**src/rtl/fetch_sequencer.sv**
```systemverilog
// Fetch-stage control sequencer: streams a program image into the instruction
// cache, then drives PC/IF enables, branch redirect, wrong-path flush and halt.
module fetch_sequencer #(
  parameter int unsigned DEPTH_WORDS = 256
) (
  input  logic        clk,
  input  logic        rst,
  input  logic        load_valid,
  output logic        load_ready,
  input  logic [31:0] load_data,
  input  logic        load_last,
  input  logic        stall,
  input  logic        branch_taken,
  input  logic [31:0] branch_target,
  input  logic        halt,
  output logic        pc_src,
  output logic [31:0] redirect_pc,
  output logic        en_pc,
  output logic        en_if,
  output logic        flush,
  output logic        w_en,
  output logic [31:0] w_addr,
  output logic [31:0] w_data,
  output logic        misalign,
  output logic        running
);

  localparam int unsigned AW = $clog2(DEPTH_WORDS);
  localparam logic [AW-1:0] PTR_LAST = AW'(DEPTH_WORDS - 1);
  localparam logic [AW-1:0] PTR_ONE  = AW'(1);

  typedef enum logic [1:0] {
    S_LOAD,
    S_RUN,
    S_FLUSH,
    S_HALTED
  } state_t;

  state_t          r_state;
  state_t          w_next;
  logic [AW-1:0]   r_load_ptr;
  logic            r_misalign;
  logic            w_accept;
  logic            w_load_done;
  logic            w_redirect;

  assign w_accept    = (r_state == S_LOAD) && load_valid;
  assign w_load_done = load_last || (r_load_ptr == PTR_LAST);
  // A redirect is taken only from RUN and only when halt does not override it.
  assign w_redirect  = (r_state == S_RUN) && !halt && branch_taken;

  always_ff @(posedge clk) begin
    if (rst) begin
      r_state    <= S_LOAD;
      r_load_ptr <= '0;
      r_misalign <= 1'b0;
    end else begin
      r_state    <= w_next;
      r_misalign <= w_redirect && (branch_target[1:0] != 2'b00);
      if (w_accept) begin
        r_load_ptr <= w_load_done ? '0 : r_load_ptr + PTR_ONE;
      end
    end
  end

  always_comb begin
    w_next     = r_state;
    load_ready = 1'b0;
    en_pc      = 1'b0;
    en_if      = 1'b0;
    flush      = 1'b0;
    pc_src     = 1'b0;
    w_en       = 1'b0;
    case (r_state)
      S_LOAD: begin
        load_ready = 1'b1;
        flush      = 1'b1;
        w_en       = load_valid;
        if (w_accept && w_load_done) begin
          w_next = S_RUN;
        end
      end
      S_RUN: begin
        if (halt) begin
          flush  = 1'b1;
          w_next = S_HALTED;
        end else if (branch_taken) begin
          pc_src = 1'b1;
          en_pc  = 1'b1;
          w_next = S_FLUSH;
        end else begin
          en_pc = !stall;
          en_if = !stall;
        end
      end
      S_FLUSH: begin
        flush = 1'b1;
        en_pc = !stall;
        en_if = !stall;
        if (halt) begin
          w_next = S_HALTED;
        end else if (!stall) begin
          w_next = S_RUN;
        end
      end
      S_HALTED: begin
        flush = 1'b1;
        if (load_valid) begin
          w_next = S_LOAD;
        end
      end
      default: w_next = S_LOAD;
    endcase
  end

  assign redirect_pc = {branch_target[31:2], 2'b00};
  assign w_addr      = {{(30 - AW){1'b0}}, r_load_ptr, 2'b00};
  assign w_data      = load_data;
  assign misalign    = r_misalign;
  assign running     = (r_state == S_RUN) || (r_state == S_FLUSH);

endmodule

```
**config.mk**
```make
export PLATFORM = sky130hd
export DESIGN_NAME = fetch_sequencer
export DESIGN_NICKNAME = d
export VERILOG_FILES = /design/src/rtl/fetch_sequencer.sv
export SDC_FILE = /design/constraint.sdc
export NUM_CORES = 1
export LEC_CHECK = 0
export CORE_MARGIN = 2
export CORE_UTILIZATION = 28
export CTS_CLUSTER_DIAMETER = 150
export CTS_CLUSTER_SIZE = 30
export DETAILED_ROUTE_END_ITERATION = 8
export PLACE_DENSITY = 0.95
export SLEW_MARGIN = 0
export SYNTH_ARGS = -nofsm -noshare
export SYNTH_HDL_FRONTEND = slang
export SYNTH_SLANG_ARGS = --single-unit
```
**constraint.sdc**
```tcl
create_clock -name clk -period 4.4 [get_ports clk]
set_clock_uncertainty 0.05 [all_clocks]
set_input_delay 0.88 -clock clk [delete_from_list [all_inputs] [get_ports clk]]
set_output_delay 0.88 -clock clk [all_outputs]
set_load 0.005 [all_outputs]
```
# Word level (Yosys, flattened, before mapping)
# Cells that the tools add are included.
dict set report totals {
  wordCells 46
  in_bits 71
  ff_bits 11
  output_inout_bits 104
}
dict set report op_classes {
  n_eq_ne 8
  mux 21
  reduce_logical 13
  addsub 1
}
# operator count
set ops {}
lappend ops {{2-to-1 mux 2 bit} 6}
lappend ops {{2-to-1 mux 1 bit} 10}
lappend ops {{adder 8 x 1 -> 8 bit (second input constant)} 1}
lappend ops {{== test 8 bit (second input constant)} 1}
lappend ops {{2-to-1 mux 8 bit} 1}
lappend ops {{one-hot mux 2 bit (4 select lines)} 1}
lappend ops {{!= test 3 bit (second input constant)} 2}
lappend ops {{one-hot mux 1 bit (2 select lines)} 3}
lappend ops {{logical AND 1 bit} 5}
lappend ops {{== test 2 bit (second input constant)} 2}
lappend ops {{AND reduction 4 bit} 1}
lappend ops {{OR reduction 3 bit} 1}
lappend ops {{== test 2 x 1 -> 1 bit (second input constant)} 1}
lappend ops {{logical NOT 1 bit} 2}
lappend ops {{logical NOT 2 bit} 1}
lappend ops {{logical OR 1 bit} 2}
lappend ops {{!= test 2 x 1 -> 1 bit (second input constant)} 1}
lappend ops {{!= test 2 bit (second input constant)} 1}
lappend ops {{nonzero test 2 bit} 1}

# Longest topological paths before layout
# Gate-level depths: netlist of run 1.
dict set report depth {
  word_depth 5
  mapped_depth 7
  ltp_nobuf 6
}

# Least setup slack after synthesis of run 1
# Ideal clock, no wire load.
dict set report synth_timing {
  path_kind {input port to output port}
  start {input branch_taken}
  end {output en_if}
  t_required_ns 3.470
  path_slack_ns 1.937
  path_stages 3
  n_path_buf 0
  t_arrival_ns 1.533
  path_cell_list {nor3b_1 -> nor2_1 -> nor3b_1}
}
dict set report synth_between {
  elab_chain_cells 3
}
# item line
set synth_lines {}
lappend synth_lines {{start: declaration} 13} ;# input logic branch_taken,
lappend synth_lines {{2-to-1 mux 1 bit} 87} ;# end else if (branch_taken) begin
lappend synth_lines {{2-to-1 mux 1 bit} 84} ;# if (halt) begin
lappend synth_lines {{one-hot mux 1 bit (2 select lines)} 74} ;# case (r_state)
lappend synth_lines {{end: declaration} 19} ;# output logic en_if,
# No other way between the ends.

# Worst setup path in the final report of run 1
dict set report layout_timing {
  start {input halt}
  end {output en_if}
}
dict set report layout_between {
  elab_chain_cells 2
}
# item line
set layout_lines {}
lappend layout_lines {{start: declaration} 15} ;# input logic halt,
lappend layout_lines {{2-to-1 mux 1 bit} 84}
lappend layout_lines {{one-hot mux 1 bit (2 select lines)} 74}
# No other way between the ends.

==> results of run 1 <==
where the power goes:
| group | switching (µW) | internal [µW] | leakage, µW |
|---|---|---|---|
| registers | 14.4 | 112 | 0.0000892 |
| logic | 89.2 | 98.9 | 0.000370 |
| clock network | 39.0 | 63.7 | 0.0000228 |
| total | 143 | 274 | 0.000481 |
state kept, by name (all words and copies together), names as in the netlist:
register,flops
misalign,1
r_load_ptr,8
r_state,2
synth_stat cells (2+ instances only):
library cell / n
nor3b_1: 2
nor2_1: 13
and4_4: 2
xor2_1: 6
ha_1: 7
dfxtp_1: 11
a311oi_1: 2
inv_1: 5
nand2_1: 3
buf_4: 88
nand4_1: 3
and2_1: 2
cell type report:
type,count,share of cell area
Tap cell,54,0.06007
Sequential cell,11,0.1958
Multi-Input combinational cell,85,0.4739
Clock buffer,4,0.04004
Timing Repair Buffer,24,0.2136
Inverter,5,0.01669
stage by stage:
step / instances / total power [µW]
after global placement: 179 / 312.7
after global routing: 183 / 456.9
after floorplan: 191 / 295.6
after CTS: 183 / 424.2
final: 183 / 416.9
after detailed placement: 179 / 318.9
tightest hold or removal path, delay by kind of cell, from the launching register on:
kind	cells	cell delay [ns]
DFF	1	0.37
and+or+nand+nor	1	0.07
xor gates and xnor gates	1	0.08
worst paths after layout:
check                   to  depth (start not counted)
max                  en_if                          5
min          r_load_ptr[6]                          2
max reg2reg     r_state[1]                          6
min reg2reg  r_load_ptr[6]                          2
metal layers:
layer | share of wire | global-route usage
met1 | 0.40 | 0.09465
met2 | 0.44 | 0.1151
met3 | 0.13 | 0.05350
met4 | 0.029 | 0.04848
met5 | 0 | 0
cell families after synthesis:
kind of cell / Yosys count / synth area share
AOI/OAI and AO/OA: 11 / 0.07025
xor gates and xnor gates: 7 / 0.04529
adders and majority gates: 7 / 0.06469
buffers and inverters: 95 / 0.5129
DFF: 11 / 0.1627
muxes: 1 / 0.007394
other: 1 / 0.002770
and+or+nand+nor: 33 / 0.1340
==> summary.txt, run 1 <==
Outcome
  – Status: complete, no violations

Worst setup path
  – CP Launch Type: input port
  – Top delay family on crit path: buffers and inverters
  – Crit path capture type: primary output
  – CP max FO: 6
  – CP Launch Point: halt
  – Reg-to-reg slack, setup: 2.70 ns
  – Crit path largest cell delay: 0.52 ns
  – Crit Path Category: input port to primary output
  – CP required: 3.47 ns
  – Worst path cell trace: clkdlybuf4s50_1 -> nor3b_1 -> nor2_1 -> nor3b_1 -> clkdlybuf4s50_1
  – Worst Path Buf+Inv: 2
  – Arr. time, crit path: 2.56 ns
  – Critical Path Slowest Stage Cell: clkdlybuf4s50_1
  – Reg-to-Reg Start: r_state[1]

Clock tree
  – Setup Buffers After CTS: 0
  – Cts bufs inserted: 3
  – Worst-Skew Late Latency: 0.24 ns
  – CTS Root Cell: clkbuf_8
  – H-tree levels: 1
  – TritonCTS clock tree: done
  – Worst-path clk slew: 0.05 ns
  – # resized after CTS: 0
  – CTS Sinks: 11
  – Maximum buffer depth of the clock tree: 2
  – CTS Hold Bufs: 0

Die
  – Initial Util: 0.2885
  – I/O pin count: 175
  – Die height: 73.54 µm
  – Horiz. Die Dim: 73.54 µm
  – # rows: 25
  – Die ar.: 5407 µm²
  – Core box area: 4692 µm²

Global route
  – Global route overflow: 0
  – First-pass GRT wire length: 3.346 mm
  – Vias in the first global route: 672
  – Pin count of the biggest net entering global routing: 10
  – All-Layer GR Usage: 0.08291
  – Initial antenna violation count: 0

Layout
  – Proportion of layout cells with a drive suffix above 1: 0.04651
  – Final instance area: 1125 µm²
  – Filler instances: 521
  – Multi-input gate area: 533.0 µm²
  – Layout area overhead: -16.91%
  – Commonest non-fill, non-tap cell in the layout: conb_1
  – Ant diodes: 0
  – Nets: 208
  – Post-route core utilization: 0.2397
  – FF+latch area: 220.2 µm²
  – Commonest cells after routing, fill and taps aside: conb_1 (26), clkdlybuf4s50_1 (24), nor2_1 (13), dfxtp_1 (11), ha_1 (7)

STA
  – WHS: 0.4997 ns
  – RSZ-0062 raised after global routing: no
  – Final Slew Violations: 0
  – Final Hold Fails: 0
  – Fmax: 286.2 MHz
  – Final Cycle Share: 0.7941
  – Final WS setup: 0.9058 ns
  – Final setup fails: 0
  – Setup TNS: 0 ns
  – Fin crit period: 3.494 ns

Placed design
  – DP HPWL: 1.861 mm
  – GP Congestion: 0.7311
  – Dpl ws: 0.8925 ns
  – DP Area: 1080 µm²
  – Port Buf Inserts: 24

Routing
  – Vias per cell: 4.235
  – Initial detailed-routing violation count: 39
  – Routed Antenna Nets: 0
  – DRT Pass-1 Iters: 4
  – Drt wl/cell: 12.51 µm
  – Routed WL: 2.290 mm
  – DR vias: 775
  – Drc violations: 0

Power and ir drop
  – Worst VDD drop: 170.2 µV
  – Leak: 0.0004815 µW
  – Power Dens Cells: 370.7 nW/µm²

Run
  – MaxCap Viol Count: 0

Hold path
  – HP Start: r_load_ptr[6]
  – Worst Hold Class: register to register

Synthesis
  – Syn avg cell area: 8.155 µm²
  – Cell taking the most area after synthesis: buf_4
  – Cell area after synthesis: 1354 µm²
  – EDFF count, synth: 0
  – Main synth FF type: dfxtp_1
  – Yosys top cell area share: 0.4880
  – Synth area leaders: buf_4 (49%), dfxtp_1 (16%), ha_1 (6.5%)
  – Distinct cells, synth: 34
  – Post-synth ARST share: 0
  – Seq cells post-synth: 11
  – Seq/Total Area, Yosys: 0.1627
  – Synth warn: 0
  – Gate Count Post-Synth: 166
(Power assumes the default switching activity.)
==> run 2, diff against run 1 <==
Settings changed: CORE_UTILIZATION 28 to 23, PLACE_DENSITY 0.95 to 0.88.
Clock period 4.4 ns to 2.9 ns, I/O delays scaled along.
==> run 2 against run 1 <==
  * Clock power rose by 49%
  * Wire length rose by 4.8%
  * Via count rose by 0.13%
  * Power rose by 55%
  * Sequential share of layout area fell by 0.71 points
  * Final cell count rose by 11%
  * Critical path depth did not move
  * Sequential power rose by 52%
  * Highest routed layer unchanged
==> summary.txt, run 2 (same netlist as run 1, synthesis figures left out) <==
Worst setup path
  – Worst Path Buf+Inv: 2
  – Crit path capture type: primary output
  – Arr. time, crit path: 2.09 ns
  – CP Launch Type: input port
  – Worst path cell trace: clkdlybuf4s50_1 -> nor3b_2 -> nor2_1 -> nor3b_1 -> clkdlybuf4s50_1
  – Most frequent CP cell: clkdlybuf4s50_1
  – Reg-to-reg slack, setup: 1.10 ns
  – Top delay family on crit path: buffers and inverters
  – Crit path largest cell delay: 0.53 ns
  – CP required: 2.27 ns
  – CP max FO: 6
  – Crit Path Category: input port to primary output
  – Critical Path Slowest Stage Cell: clkdlybuf4s50_1

Placed design
  – Port Buf Inserts: 24
  – GP Congestion: 0.7839
  – DP HPWL: 1.978 mm
  – Dpl ws: 0.1327 ns
  – # placed instances: 199

Die
  – Core box area: 5608 µm²
  – Initial Util: 0.2414
  – I/O pin count: 175
  – Die ar.: 6516 µm²
  – Die height: 80.72 µm
  – Horiz. Die Dim: 80.72 µm
  – # rows: 27

Clock tree
  – Worst-path clk slew: 0.05 ns
  – H-tree levels: 1
  – Cts bufs inserted: 3
  – Maximum buffer depth of the clock tree: 2
  – # resized after CTS: 0
  – TritonCTS clock tree: done
  – CTS Root Cell: clkbuf_8
  – Setup Buffers After CTS: 0
  – CTS Sinks: 11
  – CTS Hold Bufs: 0
  – Worst-Skew Late Latency: 0.24 ns

Layout
  – Commonest non-fill, non-tap cell in the layout: conb_1
  – Max FFs per register: 8
  – Ant diodes: 0
  – Non-filler instance count after layout: 203
  – Nets: 210
  – Commonest cells after routing, fill and taps aside: conb_1 (26), clkdlybuf4s50_1 (24), nor2_1 (13), dfxtp_1 (11), ha_1 (7)
  – Top reg by flops: r_load_ptr
  – Proportion of layout cells with a drive suffix above 1: 0.06870
  – Layout area overhead: -13.77%

Run
  – MaxCap Viol Count: 0

Routing
  – DR vias: 776
  – Drt wl/cell: 11.82 µm
  – DRT Pass-1 Iters: 4
  – Drc violations: 0
  – Initial detailed-routing violation count: 22
  – Routed Antenna Nets: 0
  – Routed WL: 2.400 mm
  – Vias per cell: 3.823

Global route
  – Initial antenna violation count: 0
  – All-Layer GR Usage: 0.07346
  – Pin count of the biggest net entering global routing: 10
  – Global route overflow: 0
  – Vias in the first global route: 752
  – First-pass GRT wire length: 3.622 mm

STA
  – Final Cycle Share: 0.9367
  – Setup TNS: 0 ns
  – Fmax: 368.1 MHz
  – Final setup fails: 0
  – Final Hold Fails: 0
  – Final Slew Violations: 0
  – Fin crit period: 2.717 ns
  – RSZ-0062 raised after global routing: no
  – Final WS setup: 0.1835 ns

Hold path
  – Worst Hold Class: register to register

Power and ir drop
  – Worst VDD drop: 257.3 µV
  – Power Dens Cells: 552.4 nW/µm²
  – Leak: 0.0004933 µW

Outcome
  – Status: complete, no violations
[run 2: cell count changes in the layout (fill, tap and decap cells not counted)]
cell,before,now
nor3b_2,0,1
buf_4,0,2
nor3b_1,2,1
[run 2: cell type report]
type	count	area (µm²)
flip-flops and latches	11	220.2
clock buffers	4	45.04
fillers	639	4441
well taps	72	90.09
inverters	5	18.77
repair buffers	26	255.2
multi-input cells	85	538.0
[run 2: worst register-to-register path: stages, from the launching register on]
cell	delay (ns)
dfxtp_1	0.41
inv_1	0.14
ha_1	0.27
and3b_1	0.21
a2111oi_0	0.44
a311oi_1	0.15
[run 2: routing by layer]
| metal | share of wire | GRT usage | vias to the layer above |
|---|---|---|---|
| li1 | - | - | 355 |
| met1 | 0.36 | 0.07728 | 337 |
| met2 | 0.46 | 0.1100 | 62 |
| met3 | 0.13 | 0.04157 | 22 |
| met4 | 0.051 | 0.05254 | 0 |
| met5 | 0 | 0 | - |
[run 2: worst paths after layout]
check / start / cells after the start / to
max: halt / 5 / en_if
min: r_load_ptr[1] / 2 / r_load_ptr[1]
max reg2reg: r_state[0] / 5 / r_state[0]
min reg2reg: r_load_ptr[1] / 2 / r_load_ptr[1]
[run 2: report_power, final]
| group | leakage (µW) | internal, µW | switching [µW] | total [µW] |
|---|---|---|---|---|
| combinational | 0.000381 | 159 | 142 | 300 |
| clock | 0.0000228 | 96.4 | 56.2 | 153 |
| sequential | 0.0000892 | 170 | 22.2 | 192 |
| total | 0.000493 | 425 | 220 | 645 |
[run 2: per-stage QoR]
stage | power, µW | utilization | hold WS (ns) | area (µm²)
finish | 644.9 | 0.2082 | 0.4957 | 1167
global route | 706.7 | 0.2082 | 0.5526 | 1167
CTS | 656.0 | 0.2073 | 0.5062 | 1162
detailed placement | 494.6 | 0.1992 | 0.4973 | 1117
global placement | 487.1 | 0.1992 | 0.4817 | 1117
floorplan | 448.5 | - | 0.4737 | 1448
==> run 3, diff against run 2 <==
Settings changed: PLACE_DENSITY 0.88 to 0.77.
==> run 3 against run 2 <==
  * Fmax down 2.2%
  * Global-route usage fell by 0.21 points
  * Register-to-register slack improved by 0.05 ns
  * Wire length fell by 1.5%
  * First-iteration DRC count decreased by 27%
  * Non-clock buffer count is the same
  * Critical path depth unchanged
  * Largest power group unchanged
==> summary.txt, run 3 (same netlist as run 1, synthesis figures left out) <==
Placed design
  – Port Buf Inserts: 24
  – GP Congestion: 0.7852
  – DP HPWL: 1.888 mm
  – # placed instances: 199
  – Dpl ws: 0.09006 ns

Worst setup path
  – CP max FO: 6
  – Arr. time, crit path: 2.15 ns
  – CP Launch Type: input port
  – CP required: 2.27 ns
  – Reg-to-reg slack, setup: 1.15 ns
  – Crit path capture type: primary output
  – Crit Path Category: input port to primary output

Hold path
  – Worst Hold Class: register to register

Routing
  – Initial detailed-routing violation count: 16
  – Vias per cell: 3.744
  – Routed WL: 2.365 mm
  – Drt wl/cell: 11.65 µm
  – Drc violations: 0
  – DR vias: 760
  – Routed Antenna Nets: 0
  – DRT Pass-1 Iters: 4

Clock tree
  – Cts bufs inserted: 3
  – Maximum buffer depth of the clock tree: 2
  – Worst-path clk slew: 0.05 ns
  – H-tree levels: 1
  – Setup Buffers After CTS: 0
  – TritonCTS clock tree: done
  – CTS Hold Bufs: 0
  – CTS Root Cell: clkbuf_8
  – Worst-Skew Late Latency: 0.24 ns
  – CTS Sinks: 11
  – # resized after CTS: 0

Layout
  – Proportion of layout cells with a drive suffix above 1: 0.06107
  – Nets: 210
  – Ant diodes: 0
  – Layout area overhead: -14.14%
  – Filler instances: 650
  – Commonest cells after routing, fill and taps aside: conb_1 (26), clkdlybuf4s50_1 (24), nor2_1 (13), dfxtp_1 (11), ha_1 (7)
  – Non-filler instance count after layout: 203
  – Multi-input gate area: 533.0 µm²
  – Top reg by flops: r_load_ptr
  – Max FFs per register: 8
  – FF+latch area: 220.2 µm²
  – Commonest non-fill, non-tap cell in the layout: conb_1

Global route
  – All-Layer GR Usage: 0.07138
  – Vias in the first global route: 718
  – Initial antenna violation count: 0
  – Pin count of the biggest net entering global routing: 10
  – First-pass GRT wire length: 3.463 mm
  – Global route overflow: 0

STA
  – WHS: 0.4982 ns
  – RSZ-0062 raised after global routing: no
  – Final Hold Fails: 0
  – Setup TNS: 0 ns
  – Final Cycle Share: 0.9582
  – Final setup fails: 0
  – Fmax: 359.9 MHz
  – Final Slew Violations: 0
  – Final WS setup: 0.1211 ns
  – Fin crit period: 2.779 ns

Power and ir drop
  – Sw frac: 0.3449
  – Power Dens Cells: 557.7 nW/µm²
  – Leak: 0.0004918 µW
  – Cell internal pwr: 424.7 µW
  – NetSw: 223.6 µW
  – Reg power frac: 0.296
  – PnR Total Power: 648.3 µW
  – Worst VDD drop: 277.8 µV
  – Comb pwr share: 0.461
  – Clk pwr share: 0.243

Die
  – Die height: 80.72 µm
  – Core box area: 5608 µm²
  – Horiz. Die Dim: 80.72 µm
  – Initial Util: 0.2414
  – Die ar.: 6516 µm²
  – I/O pin count: 175
  – # rows: 27

Run
  – MaxCap Viol Count: 0

Outcome
  – Status: complete, no violations
==> run 3: area by class of cell <==
cell class	instances	share of cell area
tap	72	0.07750
clock buffer	4	0.03875
inverter	5	0.01615
sequential	11	0.1895
timing repair buffer	26	0.2196
multi-input combinational	85	0.4586
==> run 3: final timing paths <==
kind | from | depth (start not counted) | end
setup / recovery | halt | 5 | en_if
hold / removal | r_load_ptr[6] | 2 | r_load_ptr[6]
setup reg to reg | r_state[0] | 5 | r_state[0]
hold reg to reg | r_load_ptr[6] | 2 | r_load_ptr[6]
==> run 3: critical path, stage by stage <==
cell and delay (ns):
clkdlybuf4s50_1 0.48, nor3b_1 0.32, nor2_1 0.07, nor3b_1 0.17
clkdlybuf4s50_1 0.52
==> run 3: metal layers <==
| layer | global-route usage | wire length [µm] | vias up |
|---|---|---|---|
| met2 | 0.09583 | 1003 | 46 |
| met4 | 0.05763 | 121 | 0 |
| met1 | 0.08137 | 938 | 339 |
| met3 | 0.04045 | 301 | 20 |
| met5 | 0 | 0 | - |
| li1 | - | - | 355 |
==> run 3: stage by stage <==
stage	cell area, µm²	util
finish	1162	0.2073
floorplan	1448	-
CTS	1162	0.2073
global placement	1117	0.1992
detailed placement	1117	0.1992
global route	1162	0.2073
==> run 3: power groups by stage <==
stage               Sequential, µW  Clock (µW)  Combinational, µW
finish                         192         158                299
global placement               194           0                297
detailed placement             195           0                301
global route                   195         175                338
floorplan                      190           0                258
CTS                            192         165                303
